===== src/rtl/onehot_monitor_if.sv =====
// Bus bundle for onehot_monitor: sample/mode/clear inputs and the registered result and error outputs.
interface onehot_monitor_if #(
  parameter int DATA_WIDTH = 8,
  parameter int CNT_WIDTH  = 8
);
  logic                              in_valid;
  logic [DATA_WIDTH-1:0]             data_in;
  logic [1:0]                        mode;
  logic                              clr;
  logic                              out_valid;
  logic                              is_legal;
  logic [$clog2(DATA_WIDTH)-1:0]     pos;
  logic [$clog2(DATA_WIDTH+1)-1:0]   ones;
  logic [CNT_WIDTH-1:0]              err_count;
  logic                              err_sticky;
  logic [DATA_WIDTH-1:0]             first_err_data;

  modport master (
    output in_valid, data_in, mode, clr,
    input  out_valid, is_legal, pos, ones, err_count, err_sticky, first_err_data
  );

  modport slave (
    input  in_valid, data_in, mode, clr,
    output out_valid, is_legal, pos, ones, err_count, err_sticky, first_err_data
  );
endinterface


===== src/rtl/onehot_monitor.sv =====
// Registered one-hot / one-hot-or-zero / one-cold legality monitor with
// position, popcount, saturating violation counter and first-error capture.
module onehot_monitor #(
  parameter int DATA_WIDTH = 8,
  parameter int CNT_WIDTH  = 8
) (
  input  logic             clk,
  input  logic             rst_n,
  onehot_monitor_if.slave  mon
);
  localparam int PW = $clog2(DATA_WIDTH);
  localparam int OW = $clog2(DATA_WIDTH + 1);
  localparam logic [CNT_WIDTH-1:0] CNT_MAX = {CNT_WIDTH{1'b1}};

  function automatic logic [OW-1:0] popcount(input logic [DATA_WIDTH-1:0] w);
    logic [OW-1:0] c;
    c = '0;
    for (int i = 0; i < DATA_WIDTH; i++) begin
      c = c + OW'(w[i]);
    end
    return c;
  endfunction

  // Scans downward so the lowest set index is the one left standing.
  function automatic logic [PW-1:0] lowest_set(input logic [DATA_WIDTH-1:0] w);
    logic [PW-1:0] p;
    p = '0;
    for (int i = DATA_WIDTH - 1; i >= 0; i--) begin
      p = w[i] ? PW'(i) : p;
    end
    return p;
  endfunction

  logic [OW-1:0]         ones_s;
  logic [PW-1:0]         pos_s;
  logic                  legal_s;
  logic                  violation_s;

  logic                  out_valid_r;
  logic                  is_legal_r;
  logic [PW-1:0]         pos_r;
  logic [OW-1:0]         ones_r;
  logic [CNT_WIDTH-1:0]  err_count_r;
  logic                  err_sticky_r;
  logic [DATA_WIDTH-1:0] first_err_data_r;

  // Classify the incoming word under the requested mode.
  always_comb begin
    ones_s  = popcount(mon.data_in);
    pos_s   = lowest_set(mon.data_in);
    legal_s = 1'b0;
    case (mon.mode)
      2'd0: legal_s = (ones_s == OW'(1));
      2'd1: legal_s = (ones_s <= OW'(1));
      2'd2: begin
        legal_s = (ones_s == OW'(DATA_WIDTH - 1));
        pos_s   = lowest_set(~mon.data_in);
      end
      2'd3: legal_s = (ones_s == OW'(1));
      default: legal_s = (ones_s == OW'(1));
    endcase
    violation_s = mon.in_valid & ~legal_s;
  end

  // Result registers plus error bookkeeping; clr outranks a coincident violation.
  always_ff @(posedge clk) begin
    if (!rst_n) begin
      out_valid_r      <= 1'b0;
      is_legal_r       <= 1'b0;
      pos_r            <= '0;
      ones_r           <= '0;
      err_count_r      <= '0;
      err_sticky_r     <= 1'b0;
      first_err_data_r <= '0;
    end else begin
      out_valid_r <= mon.in_valid;
      if (mon.in_valid) begin
        is_legal_r <= legal_s;
        pos_r      <= pos_s;
        ones_r     <= ones_s;
      end
      if (mon.clr) begin
        err_count_r      <= '0;
        err_sticky_r     <= 1'b0;
        first_err_data_r <= '0;
      end else if (violation_s) begin
        if (err_count_r != CNT_MAX) begin
          err_count_r <= err_count_r + CNT_WIDTH'(1);
        end
        err_sticky_r <= 1'b1;
        if (!err_sticky_r) begin
          first_err_data_r <= mon.data_in;
        end
      end
    end
  end

  assign mon.out_valid      = out_valid_r;
  assign mon.is_legal       = is_legal_r;
  assign mon.pos            = pos_r;
  assign mon.ones           = ones_r;
  assign mon.err_count      = err_count_r;
  assign mon.err_sticky     = err_sticky_r;
  assign mon.first_err_data = first_err_data_r;
endmodule


===== src/flat_wrapper.sv =====
// flat-port wrapper written by rule: the top's interface ports become plain ports
module onehot_monitor_flat 
#(
  parameter int DATA_WIDTH = 8,
  parameter int CNT_WIDTH  = 8
)
  (clk, rst_n, mon_in_valid, mon_data_in, mon_mode, mon_clr, mon_out_valid, mon_is_legal, mon_pos, mon_ones, mon_err_count, mon_err_sticky, mon_first_err_data);
  onehot_monitor_if #(.DATA_WIDTH(DATA_WIDTH), .CNT_WIDTH(CNT_WIDTH)) mon_i ();
  input  logic clk;
  input  logic rst_n;
  input wire logic [$bits(mon_i.in_valid)-1:0] mon_in_valid;
  input wire logic [$bits(mon_i.data_in)-1:0] mon_data_in;
  input wire logic [$bits(mon_i.mode)-1:0] mon_mode;
  input wire logic [$bits(mon_i.clr)-1:0] mon_clr;
  output wire logic [$bits(mon_i.out_valid)-1:0] mon_out_valid;
  output wire logic [$bits(mon_i.is_legal)-1:0] mon_is_legal;
  output wire logic [$bits(mon_i.pos)-1:0] mon_pos;
  output wire logic [$bits(mon_i.ones)-1:0] mon_ones;
  output wire logic [$bits(mon_i.err_count)-1:0] mon_err_count;
  output wire logic [$bits(mon_i.err_sticky)-1:0] mon_err_sticky;
  output wire logic [$bits(mon_i.first_err_data)-1:0] mon_first_err_data;
  assign mon_i.in_valid = mon_in_valid;
  assign mon_i.data_in = mon_data_in;
  assign mon_i.mode = mon_mode;
  assign mon_i.clr = mon_clr;
  assign mon_out_valid = mon_i.out_valid;
  assign mon_is_legal = mon_i.is_legal;
  assign mon_pos = mon_i.pos;
  assign mon_ones = mon_i.ones;
  assign mon_err_count = mon_i.err_count;
  assign mon_err_sticky = mon_i.err_sticky;
  assign mon_first_err_data = mon_i.first_err_data;
  onehot_monitor #(.DATA_WIDTH(DATA_WIDTH), .CNT_WIDTH(CNT_WIDTH)) u_core (.clk(clk), .rst_n(rst_n), .mon(mon_i));
endmodule

===== config.mk =====
export PLATFORM = sky130hd
export DESIGN_NAME = onehot_monitor_flat
export DESIGN_NICKNAME = d
export VERILOG_FILES = /design/src/rtl/onehot_monitor_if.sv /design/src/rtl/onehot_monitor.sv /design/src/flat_wrapper.sv
export SDC_FILE = /design/constraint.sdc
export NUM_CORES = 1
export LEC_CHECK = 0
export CORE_UTILIZATION = 35
export CTS_CLUSTER_DIAMETER = 50
export DETAILED_ROUTE_END_ITERATION = 10
export PLACE_DENSITY = 0.71
export SLEW_MARGIN = 20
export SYNTH_ARGS = -nofsm -noshare
export SYNTH_HDL_FRONTEND = slang
export SYNTH_SLANG_ARGS = --single-unit

===== constraint.sdc =====
create_clock -name clk -period 5.5 [get_ports clk]
set_input_delay 0.55 -clock clk [delete_from_list [all_inputs] [get_ports clk]]
set_output_delay 0.55 -clock clk [all_outputs]
set_load 0.03 [all_outputs]

# Yosys cells after proc, flatten, opt, wreduce, memory -nomap -nowiden
# Index checks and enable logic that the tools add are counted.
# totals
word_cells,50
output_inout_bits,26
reg_bits,26
# classes
n_bitwise,5
magnitude_cmp,1
n_eq_ne,6
reduce_logical,5
addsub,8
muxes,18
# op_table
cell,n
3-bit 2-to-1 mux,17
4-bit by 1-bit adder with 4-bit output,6
8-bit by 1-bit adder with 8-bit output (second input constant),1
8-bit != test (second input constant),1
8-bit NOT,1
2-bit equality test (second input constant),2
4-bit by 1-bit equality test with 1-bit output (second input constant),1
4-bit by 3-bit equality test with 1-bit output (second input constant),1
4-bit by 1-bit less-or-equal comparator with 1-bit output (second input constant),1
2-bit AND reduction,2
2-bit OR reduction,2
1-bit NOT,3
1-bit one-hot mux with 3 select lines,1
1-bit by 1-bit adder with 2-bit output,1
2-bit by 1-bit equality test with 1-bit output (second input constant),1
2-bit zero test,1
1-bit bitwise AND,1

# Depth between registers and ports, before layout
# logic_depth
depth_word,12
depth_mapped,14
mapped_depth_nobuf,13

# Least setup slack after synthesis
# Ideal clock, no wire load.
# synth_path
path_type,input-to-reg
from,input mon_data_in[0]
to,"register u_core.err_count_r[4], in the netlist u_core.mon.err_count[4]"
path_stages,14
required_ns,5.430
setup_time_ns,0.070
slack_ns,1.686
arrival_ns,3.744
path_cell_list,ha_1 -> inv_1 -> fa_1 -> fa_1 -> inv_1 -> fa_1 -> inv_1 -> fa_1 -> nor4bb_1 -> nand2_1 -> a31oi_4 -> buf_8 -> o21ai_1 -> a21oi_2
# synth_between
elab_chain_len,12
elab_cells_between_ends,14
classes_between,add/sub (7); order compare (1); eq/ne (2); mux (1); bitwise (2); reduce/logical (1)
# synth_rtl
item,line,rtl
"start, declared",flat_wrapper.sv:12,input wire logic [$bits(mon_i.data_in)-1:0] mon_data_in;
1-bit by 1-bit adder with 2-bit output (*),onehot_monitor.sv:19,c = c + OW'(w[i]);
4-bit by 1-bit adder with 4-bit output (*) (6 in series),onehot_monitor.sv:19,
4-bit by 1-bit less-or-equal comparator with 1-bit output (tied with other cells),onehot_monitor.sv:54,2'd1: legal_s = (ones_s <= OW'(1));
1-bit one-hot mux with 3 select lines (*),onehot_monitor.sv:52,case (mon.mode)
1-bit NOT (*),onehot_monitor.sv:62,violation_s = mon.in_valid & ~legal_s;
1-bit bitwise AND (*),onehot_monitor.sv:62,
2-bit AND reduction (no source line) (*),--,
"end signal, assigned",onehot_monitor.sv:88,err_count_r <= err_count_r + CNT_WIDTH'(1);
"end, declared",onehot_monitor.sv:43,logic [CNT_WIDTH-1:0] err_count_r;
# Every way passes the cells marked *; elsewhere a longest branch is shown, timed or not.
# A chain may end at the register's enable or synchronous reset.

# Worst setup path in the final report
# layout_path
from,input mon_data_in[0]
to,"register u_core.err_count_r[3], in the netlist u_core.mon.err_count[3]"
# Same word-level chain as after synthesis.

==> impl_results.md <==
- Syn_nets: 188
- Pin count of the biggest net entering global routing: 29
- Top post-synthesis cells by count: 26 x dfxtp_1, 13 x inv_1, 9 x a21oi_2, 9 x nand2_1
- Final WL: 3.29 mm
- FP Rows: 23
- Class of the most critical setup path: in -> reg
- Crit start category: primary input
- Max Freq: 0.219 GHz
- Slew HR: 41.9%
- Clock buffer count from CTS: 3
- I/O pin count: 40
- Fin. max-slew vios: 0
- Sequential share of the synthesized area: approximately a third
- Cells after Synth: 164
- Internal power: ~360 uW
- Initial antenna violation count: 0
- Synth warnings: 0
- Cts hold-fix bufs: 0
- CP required: around 5.6 ns
- Total net switching power: ~160 uW
- Number of synthesized flops with an enable pin: 0
- Clock Latency Late Sink: around 0.28 ns
- Worst path bufs/invs: 4
- Pwr Density: ~260 nW/um2
- Share of cells above drive strength 1: between 10% and 20%
- Core ar.: 4090 um2
- CTS max path bufs: 2
- Initial DRT Pass Iterations: 4
- MaxCap Viol Count: 0
- Setup TNS: 0 ns
- Top FF cell, synth: dfxtp_1
- Antenna viol nets, final: 0
- Unrepaired setup endpoints after global routing: no
- Leak: ~0.7 nW
- Fin. Hold Viols: 0
- Dpl hpwl: ~2.4 mm
- CTS sink cnt: 26
- TritonCTS clock tree: done
- Final setup fails: 0
- Crit-path max cell delay: between 0.6 and 0.7 ns
- Final Power: approximately 520 uW
- Post-Syn Area: between 1500 and 2000 um2
- Vias in the first global route: between 1,000 and 1,500
- Grt total ovfl: 0
- Clock-pin transition on the worst setup and hold timing paths: approximately 0.10 ns
- IO buf count: 39
- Area growth syn-to-layout: 31.0%
- Setup Buffers After CTS: 0
- Synth cell types: between 40 and 50
- VDD IR-drop max: around 160 uV
- Final nets: 223
- Die Ht: about 68 um
- Yosys reg bits: 26
- Initial core utilization: 37.0%
- Worst hold path type: reg -> reg
- Residual DRC count: 0
- Diode count: 0
- Cts repair resizes: 0
- Worst path cell trace: clkdlybuf4s50_1, ha_1, inv_1, fa_1, fa_1, inv_1, fa_1, inv_1, fa_1, nor4bb_1, nand2_1, a31oi_4, or4_1, a21oi_1
- R2R setup slack: roughly 3.6 ns
- Most frequent CP cell: fa_1
- Avg Inst Size Synth: 9.22 um2
- Sequential fraction of design power: about two fifths
- Delay-heaviest family, CP: adder cells
- CP max FO: 28
- Root buffer cell: clkbuf_8
- Ranking of synthesized cells by area: dfxtp_1 34%, fa_1 5.3%, a21oi_2 5.2%
- CTS H-tree lvls: 1
- Routability cong.: between 0.7 and 0.8
- Die Area: ~4600 um2
- Count leader, synth: dfxtp_1
- Status: finished clean
- Global-route wire length before repair: roughly 5.3 mm
- Vias/cell: 5.40
- Top-area cell type share of the netlist area: roughly a third
- Final period utilization: between 80% and 90%
- Worst EP arrival: between 4 and 5 ns
- Tmin final: 4.56 ns
- WL/cell: roughly 13 um
- Starting DRC count in detailed routing: 83
- Clk pwr share: 31.5%
- Core Util, Final: 48.5%
- Worst setup EP type: flip-flop
- Synth area leader: dfxtp_1
- Total Routing Usage GR: between 10 and 15%
- Worst Clk Skew: about 0.0046 ns
- Net Sw Frac: between 30% and 40%
- Vias: roughly 1,300
- Worst slew pin tran: 0.872 ns
- Die W: about 68 um
- Asr flop ratio synth: 0%
- Combinational power share: between 20% and 30%
- Slowest-stage cell, CP: a31oi_4
==> power by group through the flow <==
stage | Combinational (mW) | Clock [mW] | Sequential (mW)
detailed placement | 0.148 | 0 | 0.213
finish | 0.148 | 0.164 | 0.209
floorplan | 0.0871 | 0 | 0.232
global route | 0.163 | 0.173 | 0.211
global placement | 0.147 | 0 | 0.213
CTS | 0.149 | 0.168 | 0.209
==> metal layers <==
metal / share of wire (%) / vias to the layer above / GRT usage, % / wire [um]
met4: 0.36 / 0 / 2.66 / 12
met1: 48 / 618 / 20.1 / 1570
met2: 47 / 43 / 24.6 / 1550
li1: - / 675 / - / -
met5: 0 / - / 0 / 0
met3: 4.9 / 2 / 3.04 / 161
==> logic make-up after synthesis <==
kind of cell	count (synthesis)	synth area share (%)
xor gates and xnor gates	1	0.579
and+or+nand+nor	47	18.1
AOI/OAI and AO/OA	56	28.5
adders and majority gates	10	10.3
buffers and inverters	22	6.87
DFF	26	34.4
muxes	2	1.32
==> final timing paths <==
| path | end | cells after the start | startpoint |
|---|---|---|---|
| worst max-delay path | u_core.mon.err_count[3]$_SDFFE_PP0P_ | 14 | mon_data_in[0] |
| worst min-delay path | u_core.mon.first_err_data[5]$_SDFFE_PP0P_ | 2 | u_core.mon.first_err_data[5]$_SDFFE_PP0P_ |
| worst max register to register | u_core.mon.err_count[5]$_SDFFE_PP0P_ | 6 | u_core.mon.err_count[0]$_SDFFE_PP0P_ |
| worst min register to register | u_core.mon.first_err_data[5]$_SDFFE_PP0P_ | 2 | u_core.mon.first_err_data[5]$_SDFFE_PP0P_ |
==> worst reg2reg max path, delay by kind of cell, from the launching register on <==
family                   cells  cell delay, ns
adder cells (fa/ha/maj)      1            0.22
flip-flops                   1            0.37
AO/OA/AOI/OAI                1            0.14
AND/OR/NAND/NOR              4            1.10
==> cell type report <==
cell class | count | area [um2]
fillers | 424 | 2100
multi-input cells | 116 | 888
well taps | 50 | 62.6
clock inverters | 1 | 30.0
flip-flops and latches | 26 | 520
inverters | 13 | 48.8
repair buffers | 39 | 390
clock buffers | 3 | 41.3
==> metrics by stage <==
step,hold slack [ns],area (um2),worst slack (ns),cells
2_1_floorplan,0.596,1510,1.69,164
3_3_place_gp,0.458,1910,0.687,244
3_5_place_dp,0.463,1910,0.631,244
4_1_cts,0.478,1980,0.935,248
5_1_grt,0.498,1980,0.667,248
6_report,0.478,1980,0.938,248
==> state kept, by name (all words and copies together) (netlist names) <==
| signal | count |
|---|---|
| u_core.mon.is_legal | 1 |
| u_core.mon.ones | 4 |
| u_core.mon.err_count | 8 |
| u_core.mon.pos | 3 |
| u_core.mon.first_err_data | 8 |
| u_core.mon.err_sticky | 1 |
| u_core.mon.out_valid | 1 |
==> layout by cell type (no fill, tap or decap), drive strengths merged, types with 6 or more instances in the layout <==
cell type,n
a21oi,14
ha,6
o211ai,7
dfxtp,26
o41ai,7
o21ai,15
inv,13
or3,6
nand2,9
clkdlybuf4s50,39
Note: power is estimated with default switching activity, not from simulation.
